==> config.mk <==
export PLATFORM = sky130hd
export DESIGN_NAME = otter_ir_pipe
export DESIGN_NICKNAME = d
export VERILOG_FILES = /design/src/rtl/otter_ir_pipe.sv
export SDC_FILE = /design/constraint.sdc
export NUM_CORES = 1
export LEC_CHECK = 0
export CORE_MARGIN = 8
export CORE_UTILIZATION = 39
export CTS_BUF_LIST = sky130_fd_sc_hd__clkbuf_4 sky130_fd_sc_hd__clkbuf_8 sky130_fd_sc_hd__clkbuf_16
export CTS_CLUSTER_SIZE = 8
export DETAILED_ROUTE_END_ITERATION = 12
export GPL_ROUTABILITY_DRIVEN = 1
export GPL_TIMING_DRIVEN = 0
export PLACE_DENSITY = 0.68
export SYNTH_ARGS = -nofsm -noshare
export SYNTH_HDL_FRONTEND = slang
export SYNTH_SLANG_ARGS = --single-unit
export TNS_END_PERCENT = 1
==> constraint.sdc <==
create_clock -name CLK -period 2.2 [get_ports CLK]
set_clock_uncertainty 0.2 [all_clocks]
set_input_delay 0.44 -clock CLK [delete_from_list [all_inputs] [get_ports CLK]]
set_output_delay 0.44 -clock CLK [all_outputs]
set_load 0.005 [all_outputs]
==> src/rtl/otter_ir_pipe.sv <==
// ---------------------------------------------------------------------------
// otter_ir_pipe
//
// Purpose:
//   Instruction-register pipeline for a 5-stage OTTER core (DEC/EXE/MEM/WB).
//   It moves instruction words down the pipe and inserts NOP bubbles on
//   flushes and load-use hazards. It also freezes on an external hold.
//   Priority of the per-edge action: HOLD > CLEAR > load-use bubble > advance.
//
// Ports:
//   CLK          in   1   rising-edge clock
//   RST_N        in   1   asynchronous active-low reset
//   FETCH_IR     in  32   instruction word from instruction memory
//   FETCH_VALID  in   1   FETCH_IR is valid this cycle
//   HOLD         in   1   external freeze; every stage holds
//   CLEAR        in   1   taken branch/jump resolved in EXE; flush DEC/EXE
//   DEC_IR       out 32   decode-stage instruction register
//   EXE_IR       out 32   execute-stage instruction register
//   MEM_IR       out 32   memory-stage instruction register
//   WB_IR        out 32   write-back-stage instruction register
//   PC_STALL     out  1   combinational; PC and fetch hold this cycle
//   HAZARD       out  1   combinational; load-use hazard detected
//   STALL_COUNT  out 16   saturating count of load-use bubbles inserted
//
// Configuration macro:
//   OTTER_IR_PIPE_LOADUSE_STALL_EN
//     - defined   : load-use detection, bubble insertion and STALL_COUNT
//     - undefined : HAZARD and STALL_COUNT are tied to 0; software must
//                   schedule around loads
// ---------------------------------------------------------------------------
module otter_ir_pipe (
    input  logic        CLK,
    input  logic        RST_N,
    input  logic [31:0] FETCH_IR,
    input  logic        FETCH_VALID,
    input  logic        HOLD,
    input  logic        CLEAR,
    output logic [31:0] DEC_IR,
    output logic [31:0] EXE_IR,
    output logic [31:0] MEM_IR,
    output logic [31:0] WB_IR,
    output logic        PC_STALL,
    output logic        HAZARD,
    output logic [15:0] STALL_COUNT
);

    // addi x0,x0,0 -- used for every bubble and flushed slot
    localparam logic [31:0] NOP_IR = 32'h0000_0013;

    // Action taken at the next clock edge
    typedef enum logic [1:0] {
        ADV_NORMAL = 2'b00,
        ADV_BUBBLE = 2'b01,
        ADV_FLUSH  = 2'b10,
        ADV_HOLD   = 2'b11
    } adv_e;

    logic [31:0] dec_q, dec_d;
    logic [31:0] exe_q, exe_d;
    logic [31:0] mem_q, mem_d;
    logic [31:0] wb_q,  wb_d;
    logic        load_use_s;
    adv_e        adv_s;

`ifdef OTTER_IR_PIPE_LOADUSE_STALL_EN
    localparam logic [6:0] OPC_LOAD   = 7'b000_0011;
    localparam logic [6:0] OPC_STORE  = 7'b010_0011;
    localparam logic [6:0] OPC_BRANCH = 7'b110_0011;
    localparam logic [6:0] OPC_JALR   = 7'b110_0111;
    localparam logic [6:0] OPC_OP_IMM = 7'b001_0011;
    localparam logic [6:0] OPC_OP     = 7'b011_0011;
    localparam logic [6:0] OPC_SYSTEM = 7'b111_0011;

    // True when the instruction reads its rs1 field as a register.
    // CSR immediate forms (func3[2]=1) carry a zimm there instead.
    function automatic logic uses_rs1_f(input logic [31:0] ir);
        logic r;
        case (ir[6:0])
            OPC_JALR, OPC_BRANCH, OPC_LOAD,
            OPC_STORE, OPC_OP_IMM, OPC_OP: r = 1'b1;
            OPC_SYSTEM:                    r = ~ir[14];
            default:                       r = 1'b0;
        endcase
        return r;
    endfunction

    // True when the instruction reads its rs2 field as a register
    function automatic logic uses_rs2_f(input logic [31:0] ir);
        logic r;
        case (ir[6:0])
            OPC_BRANCH, OPC_STORE, OPC_OP: r = 1'b1;
            default:                       r = 1'b0;
        endcase
        return r;
    endfunction

    logic [15:0] stall_count_q, stall_count_d;

    // Load in EXE writing a non-zero rd that the DEC instruction reads
    always_comb begin
        load_use_s = 1'b0;
        if ((exe_q[6:0] == OPC_LOAD) && (exe_q[11:7] != 5'd0)) begin
            if (((exe_q[11:7] == dec_q[19:15]) && uses_rs1_f(dec_q)) ||
                ((exe_q[11:7] == dec_q[24:20]) && uses_rs2_f(dec_q))) begin
                load_use_s = 1'b1;
            end else begin
                load_use_s = 1'b0;
            end
        end else begin
            load_use_s = 1'b0;
        end
    end

    // Bubble counter next state; saturates instead of wrapping
    always_comb begin
        stall_count_d = stall_count_q;
        if ((adv_s == ADV_BUBBLE) && (stall_count_q != 16'hFFFF)) begin
            stall_count_d = stall_count_q + 16'd1;
        end else begin
            stall_count_d = stall_count_q;
        end
    end

    // Bubble counter register
    always_ff @(posedge CLK or negedge RST_N) begin
        if (!RST_N) begin
            stall_count_q <= 16'h0000;
        end else begin
            stall_count_q <= stall_count_d;
        end
    end

    assign STALL_COUNT = stall_count_q;
`else
    assign load_use_s  = 1'b0;
    assign STALL_COUNT = 16'h0000;
`endif

    // Select the per-edge action by priority
    always_comb begin
        adv_s = ADV_NORMAL;
        if (HOLD) begin
            adv_s = ADV_HOLD;
        end else if (CLEAR) begin
            adv_s = ADV_FLUSH;
        end else if (load_use_s) begin
            adv_s = ADV_BUBBLE;
        end else begin
            adv_s = ADV_NORMAL;
        end
    end

    // Next-state of the four instruction registers
    always_comb begin
        dec_d = dec_q;
        exe_d = exe_q;
        mem_d = mem_q;
        wb_d  = wb_q;
        case (adv_s)
            ADV_HOLD: begin
                dec_d = dec_q;
                exe_d = exe_q;
                mem_d = mem_q;
                wb_d  = wb_q;
            end
            ADV_FLUSH: begin
                dec_d = NOP_IR;
                exe_d = NOP_IR;
                mem_d = exe_q;
                wb_d  = mem_q;
            end
            ADV_BUBBLE: begin
                dec_d = dec_q;
                exe_d = NOP_IR;
                mem_d = exe_q;
                wb_d  = mem_q;
            end
            ADV_NORMAL: begin
                dec_d = FETCH_VALID ? FETCH_IR : NOP_IR;
                exe_d = dec_q;
                mem_d = exe_q;
                wb_d  = mem_q;
            end
            default: begin
                dec_d = dec_q;
                exe_d = exe_q;
                mem_d = mem_q;
                wb_d  = wb_q;
            end
        endcase
    end

    // Instruction registers; reset fills every stage with NOP
    always_ff @(posedge CLK or negedge RST_N) begin
        if (!RST_N) begin
            dec_q <= NOP_IR;
            exe_q <= NOP_IR;
            mem_q <= NOP_IR;
            wb_q  <= NOP_IR;
        end else begin
            dec_q <= dec_d;
            exe_q <= exe_d;
            mem_q <= mem_d;
            wb_q  <= wb_d;
        end
    end

    // Reset gating keeps PC_STALL low even if HOLD is driven during reset
    assign HAZARD   = RST_N & load_use_s;
    assign PC_STALL = RST_N & ((adv_s == ADV_HOLD) | (adv_s == ADV_BUBBLE));

    assign DEC_IR = dec_q;
    assign EXE_IR = exe_q;
    assign MEM_IR = mem_q;
    assign WB_IR  = wb_q;

endmodule

* Word-level counts from Yosys, hierarchy flattened
Cells that the tools add are included.
** Storage, ports and cells
- Flip-flop bits (word level) :: 128
- Input bits :: 37
- Output and inout port bits :: 146
** Cells by class
- Equality and inequality tests :: 3
- Mux-type cells :: 7
- Bitwise gates (word level) :: 2
- Reduce and logical (&&, ||, !) cells :: 4
** Operators by type and width (number)
- 32-bit one-hot mux with 2 select lines :: 2
- 32-bit 2-to-1 mux :: 3
- 2-bit equality test, second input constant :: 2
- 2-bit 2-to-1 mux :: 2
- 2-bit OR reduction :: 2
- 3-bit OR reduction :: 1
- 2-bit by 1-bit equality test with 1-bit output, second input constant :: 1
- 2-bit logical NOT :: 1
- 1-bit AND :: 1
- 1-bit bitwise OR :: 1

* Longest topological paths before layout
Gate-level depths: netlist of run 1.
- Depth after elaboration :: 5
- Mapped depth :: 5
- Mapped depth without buffers :: 2

* Least setup slack after synthesis of run 1
OpenSTA, ideal clock, no wires.
- Path kind :: input port to output port
- From :: input HOLD
- To :: output PC_STALL
- Data arrival time :: 0.957 ns
- Slack :: 0.603 ns
- Stages on the path :: 4
- Buffers on the path :: 3
- Cell sequence :: buf_6 -> buf_6 -> buf_6 -> and2_1
** On the way
- Cells in the longest elaborated chain, start to end :: 4
- Elaborated cells between the ends (all ways) :: 5
- Classes of those cells :: 2 x eq/ne; 1 x mux; 2 x bitwise
** RTL lines
- start, declared :: RTL line 36 : input logic HOLD,
- 2-bit 2-to-1 mux * :: RTL line 142 : if (HOLD) begin
- 2-bit equality test / 2-bit by 1-bit equality test with 1-bit output (equally long branches) :: RTL line 210 : assign PC_STALL = RST_N & ((adv_s == ADV_HOLD) | (adv_s == ADV_BUBBLE));
- 1-bit bitwise OR * :: RTL line 210
- 1-bit AND * :: RTL line 210
- end, declared :: RTL line 42 : output logic PC_STALL,
Mark *: on every way between the ends. The rest lies on a longest branch, timed or not.

* Worst setup path in the final report of run 1
- From :: register exe_q[4], in the netlist EXE_IR[4]
- To :: output EXE_IR[4]
** RTL lines
- start, declared :: RTL line 59 : logic [31:0] exe_q, exe_d;
- start signal, assigned :: RTL line 197 : exe_q <= NOP_IR;
- start signal, assigned :: RTL line 202 : exe_q <= exe_d;
- end, declared :: RTL line 39 : output logic [31:0] EXE_IR,
No word-level cell between the ends.

==> results of run 1 <==
-- area by class of cell --
type	instances	area, um2	share of cell area (%)
Clock buffer	21	468	6.03
Sequential cell	128	3220	41.5
Tap cell	172	215	2.77
Clock inverter	11	186	2.40
Multi-Input combinational cell	215	1580	20.4
Timing Repair Buffer	170	1760	22.7
Buffer	39	333	4.29
-- per-stage QoR --
stage          total power, W  setup WS [ns]  hold WS (ns)
4_1_cts               0.00653        0.00166        -0.259
2_1_floorplan         0.00291          0.603       -0.0556
3_3_place_gp          0.00339          -4.48         0.287
6_report              0.00646         0.0774         0.292
5_1_grt               0.00671         0.0317         0.311
3_5_place_dp          0.00341         -0.544         0.237
-- registers in the layout (all words and copies together) (netlist names) --
signal  count
EXE_IR     32
MEM_IR     32
DEC_IR     32
WB_IR      32
-- metal layers --
metal  up-vias  routed length, um  track usage (%)
met3        22               1120             6.12
met1      1786               5740             19.3
met5         -                  0                0
li1       1645                  -                -
met4         0                272             7.86
met2       128               7090             28.4
-- placed cells by master, fill, tap and decap left out, types with 2 or more instances in the layout --
cell type / instances
conb_1: 17
clkdlybuf4s50_1: 163
clkbuf_4: 2
buf_16: 2
buf_4: 18
buf_6: 14
clkinv_2: 4
dfrtp_1: 116
o21ai_0: 29
clkbuf_8: 2
clkbuf_2: 4
clkbuf_1: 2
mux2_2: 64
nor2_1: 4
a22o_1: 29
bufinv_16: 5
clkbuf_16: 17
buf_2: 2
o31a_1: 3
o21ai_1: 3
nand2_1: 32
nand2b_1: 32
dfstp_2: 12
-- cell usage after synthesis, drive strengths merged --
master and count:
a22o 29, and2 1, buf 36, clkbuf 5, conb 1, dfrtp 116, dfstp 12, mux2 64
nand2 32, nand2b 33, nor2 4, o21ai 32, o31a 3
-- power groups by stage --
stage          clock (W)  combinational, W  sequential, W
6_report         0.00308          0.000764        0.00261
5_1_grt          0.00325          0.000827        0.00263
4_1_cts          0.00314          0.000770        0.00261
3_5_place_dp           0          0.000760        0.00265
3_3_place_gp           0          0.000744        0.00265
2_1_floorplan          0          0.000261        0.00265
-- what timing repair did --
action,4_1_cts,5_1_grt
hold endpoints to repair,50,50
buffers inserted,1,0
setup endpoints to repair,1,1
gates cloned,1,0
gates resized for setup,4,2
-- logic make-up after synthesis --
logic type	Yosys count	synth area share [%]
DFF	128	63.2
and+or+nand+nor	70	6.98
other	1	0.0737
muxes	64	14.2
buffers and inverters	41	6.91
AOI/OAI and AO/OA	64	8.65
-- worst max-delay path by stage --
stage                           end  cells after the start             startpoint  slack (ns)
after global placement     PC_STALL                      3                  RST_N       -4.48
after detailed placement   PC_STALL                      6                   HOLD       -0.54
after floorplan            PC_STALL                      4                   HOLD        0.60
after CTS                  PC_STALL                      4                   HOLD       0.002
final                     EXE_IR[4]                      1  EXE_IR[4]$_DFFE_PN1P_        0.08
after global routing      EXE_IR[1]                      1  EXE_IR[1]$_DFFE_PN1P_        0.03
==> impl_metrics.ini, run 1 <==
[outcome]
status = completed

[timing]
maxSlewViolCount = 0
setup_viol = 0
tns_ns = 0
period_minus_slack_ns = 2.12
worst_pin_slew_ns = 0.765
rsz0062_at_grt = no
clock.fmax_mhz = 471
slew_headroom_pct = 48.8
post-route-period-util_pct = 96.5
hold_violations = 0

[synth]
synthesis.area_um2 = 5090
ys_types = 18
netlist_top_cells_area = dfrtp_1 57%, mux2_2 14%, dfstp_2 6.2%, a22o_1 5.0%, nand2b_1 3.9%
synth_top_area_share_pct = 57.0
synth_cells = 368
syn_avg_cell_area_um2 = 13.8
synth_area_leader_cell = dfrtp_1
ys_seq_area_share_pct = 63.2
ys_ff_latch = 128
yosys_warnings = 0

[critical_path]
cp_cell_sequence = clkdlybuf4s50_1
critPathMaxFanout = 3
cp_top_family = flip-flops
worstReg2RegStart = DEC_IR[4]$_DFFE_PN1N_
critical_path_required_ns = 1.56
cpMaxStageDelayCell = dfstp_2
end_kind = output port
critPathKind = reg -> out
critPathBufInv = 1
reg2reg_slack_ns = 1.14
r2r-end = EXE_IR[4]$_DFFE_PN1P_
cp.arrival_ns = 1.48
r2r_cells = 2
critPathLaunchType = flip-flop
slowest_delay_ns = 0.55

[clock_network]
cts.sinks = 128
cts_tree = built
cts-root-buf = clkbuf_16
cts_made_buffers = 17
htree_num_levels = 4
clk_latency_ns = 0.41
clkTransAtPathRegs_ns = 0.05
cts_max_path_buffers = 2

[floorplan]
chipWidth_um = 130
die_y_um = 130
fp-row-count = 41
start_util_pct = 40.2
io_pins = 183
die_area_um2 = 17000
core_area_um2 = 12700

[pwr]
swShare_pct = 21.4
clkPwrFrac_pct = 47.7
switching_power_w = 0.00138
ir_worst_vdd_uv = 366
p_int_w = 0.00508
leakagePower_nw = 3.56
powerDensity_nw_per_um2 = 832
seqPwrFrac_pct = 40.5
combPwrFrac_pct = 11.8

[finish]
drive_gt1_share_pct = 26.0
n_antenna_cell = 0
final_cells = 756
finish.net_count = 608
final_util_pct = 61.3
syn_to_final_growth_pct = 52.5
fillerInstances = 1039
final_cell_area_um2 = 7760

[grt]
track_usage_pct = 17.1
grt_max_degree = 73
grt_overflow = 0
grt_pass1_vias = 3841
grt_pass1_wl_mm = 21.6
antenna_found_initial = 0

[min_path]
hold_end = DEC_IR[4]$_DFFE_PN1N_
hp-class = in -> reg
whs_path_depth = 4
min_from = HOLD

[routing]
drt_first_pass_iters = 4
drtIter0Drc = 212
wl_mm = 14.2
drcViolationCount = 0
wl_per_cell_um = 18.8
avgViaCountPerCell = 4.74
dr_total_vias = 3581
antenna_left = 0

[placed_design]
dpl.cell_count = 722
place.gp.congestion = 0.777
numPortBuffers = 165
hpwl_mm = 10.2
dpl_cell_area_um2 = 7050

[job]
maxCapViolCount = 0
(Power assumes the default switching activity.)
==> run 2: changes to the inputs <==
==> constraint.sdc (replaced) <==
create_clock -name CLK -period 2.2 [get_ports CLK]
set_clock_uncertainty 0.2 [all_clocks]
set_input_delay 0.22 -clock CLK [delete_from_list [all_inputs] [get_ports CLK]]
set_output_delay 0.22 -clock CLK [all_outputs]
set_load 0.005 [all_outputs]
==> impl_metrics.ini, run 2 (same netlist as run 1, synthesis figures left out) <==
[outcome]
status = complete, but fails checks
violations = hold timing

[pwr]
leakagePower_nw = 3.53
clkPwrFrac_pct = 47.8
powerDensity_nw_per_um2 = 836
p_int_w = 0.00506
switching_power_w = 0.00137
ir_worst_vdd_uv = 367
seqPwrFrac_pct = 40.6
combPwrFrac_pct = 11.6
swShare_pct = 21.3
p_total_w = 0.00643

[routing]
wl_mm = 13.8
drtIter0Drc = 197
antenna_left = 0
avgViaCountPerCell = 4.72
dr_total_vias = 3562
drcViolationCount = 0
drt_first_pass_iters = 4
wl_per_cell_um = 18.3

[clock_network]
cts_tree = built
htree_num_levels = 4
cts.sinks = 128
cts_resized = 0
cts-root-buf = clkbuf_16
clkTransAtPathRegs_ns = 0.05
cts_max_path_buffers = 2
clk_latency_ns = 0.41
cts_made_buffers = 17

[grt]
grt_max_degree = 73
antenna_found_initial = 0
grt_overflow = 0
grt_pass1_vias = 3839
track_usage_pct = 17.0
grt_pass1_wl_mm = 21.5

[critical_path]
critical_path_required_ns = 1.78
worstReg2RegStart = DEC_IR[4]$_DFFE_PN1N_
cp.arrival_ns = 1.68
end_kind = output port
r2r-end = EXE_IR[4]$_DFFE_PN1P_
critPathMaxFanout = 19
critPathLaunchType = input pin
reg2reg_slack_ns = 1.14
r2r_cells = 2
critPathKind = in -> out

[finish]
finish.net_count = 606
syn_to_final_growth_pct = 51.2
layout_common_cells = 164 x clkdlybuf4s50_1, 116 x dfrtp_1, 64 x mux2_2, 32 x nand2b_1, 32 x nand2_1
drive_gt1_share_pct = 25.8
n_antenna_cell = 0
layout_commonest_cell = clkdlybuf4s50_1

[timing]
slew_headroom_pct = 64.4
rsz0062_at_grt = no
whs_ns = -0.436
setup_viol = 0
maxSlewViolCount = 0
clock.fmax_mhz = 477
worst_pin_slew_ns = 0.534
period_minus_slack_ns = 2.10
post-route-period-util_pct = 95.3
hold_violations = 69

[placed_design]
hpwl_mm = 10.2
place.gp.congestion = 0.777
numPortBuffers = 165

[floorplan]
fp-row-count = 41
start_util_pct = 40.2
io_pins = 183
die_y_um = 130
chipWidth_um = 130
die_area_um2 = 17000
core_area_um2 = 12700

[min_path]
hp-class = in -> async

[job]
maxCapViolCount = 0
## run 2: area by class of cell
type / instances / area (um2)
well taps: 172 / 215
multi-input cells: 215 / 1580
plain buffers: 40 / 340
clock inverters: 11 / 186
repair buffers: 167 / 1690
fillers: 1045 / 4970
flip-flops and latches: 128 / 3220
clock buffers: 21 / 468
## run 2: metal layers
layer | track usage, % | vias up | part of all wire, %
met3 | 6.12 | 21 | 7.8
li1 | - | 1640 | -
met5 | 0 | - | 0
met2 | 28.2 | 122 | 50
met4 | 7.86 | 0 | 2.0
met1 | 19.2 | 1779 | 40
## run 2: how the worst max path moves through the flow
stage                                 endpoint  start  slack (ns)  cells past startpoint
after floorplan                       PC_STALL   HOLD        1.04                      4
after global placement    WB_IR[5]$_DFFE_PN0P_  RST_N       -4.21                      1
after detailed placement              PC_STALL   HOLD       -0.10                      6
after CTS                             PC_STALL   HOLD        0.08                      5
after global routing                  PC_STALL   HOLD        0.04                      5
final                                 PC_STALL   HOLD        0.10                      5
## run 2: worst max-delay path, cell delays in order
cell and delay, ns:
clkdlybuf4s50_1 0.51, buf_6 0.12, buf_6 0.17, and2_1 0.15
clkdlybuf4s50_1 0.50
## run 2: metrics by stage
stage	util (%)	setup WS, ns	setup TNS [ns]	cell area (um2)	instances
6_report	60.7	0.103	0	7700	754
4_1_cts	60.7	0.0817	0	7700	754
3_3_place_gp	55.4	-4.21	-522.85	7020	721
2_1_floorplan	-	1.04	0	5150	384
5_1_grt	60.7	0.0369	0	7700	754
3_5_place_dp	55.6	-0.104	-0.104	7050	722
## run 2: power groups by stage
| stage | clock (W) | sequential [W] | combinational (W) |
|---|---|---|---|
| 5_1_grt | 0.00325 | 0.00263 | 0.000808 |
| 6_report | 0.00307 | 0.00261 | 0.000745 |
| 4_1_cts | 0.00314 | 0.00261 | 0.000763 |
| 2_1_floorplan | 0 | 0.00265 | 0.000261 |
| 3_3_place_gp | 0 | 0.00265 | 0.000744 |
| 3_5_place_dp | 0 | 0.00265 | 0.000760 |
## run 2: what timing repair did
item / CTS / global route
buffers inserted: 1 / 0
setup endpoints to repair: 1 / 0
endpoints found under the hold margin: 56 / 56
==> run 3: changes to the inputs <==
--- a/config.mk
+++ b/config.mk
@@ -5,6 +5,7 @@
 export SDC_FILE = /design/constraint.sdc
 export NUM_CORES = 1
 export LEC_CHECK = 0
+export ABC_CLOCK_PERIOD_IN_PS = 2200
 export CORE_MARGIN = 8
 export CORE_UTILIZATION = 39
 export CTS_BUF_LIST = sky130_fd_sc_hd__clkbuf_4 sky130_fd_sc_hd__clkbuf_8 sky130_fd_sc_hd__clkbuf_16
@@ -13,6 +14,7 @@
 export GPL_ROUTABILITY_DRIVEN = 1
 export GPL_TIMING_DRIVEN = 0
 export PLACE_DENSITY = 0.68
+export SLEW_MARGIN = 20
 export SYNTH_ARGS = -nofsm -noshare
 export SYNTH_HDL_FRONTEND = slang
 export SYNTH_SLANG_ARGS = --single-unit
==> results of run 3 <==
Same layout as run 2: the final DEF is identical, and so are final timing and power.
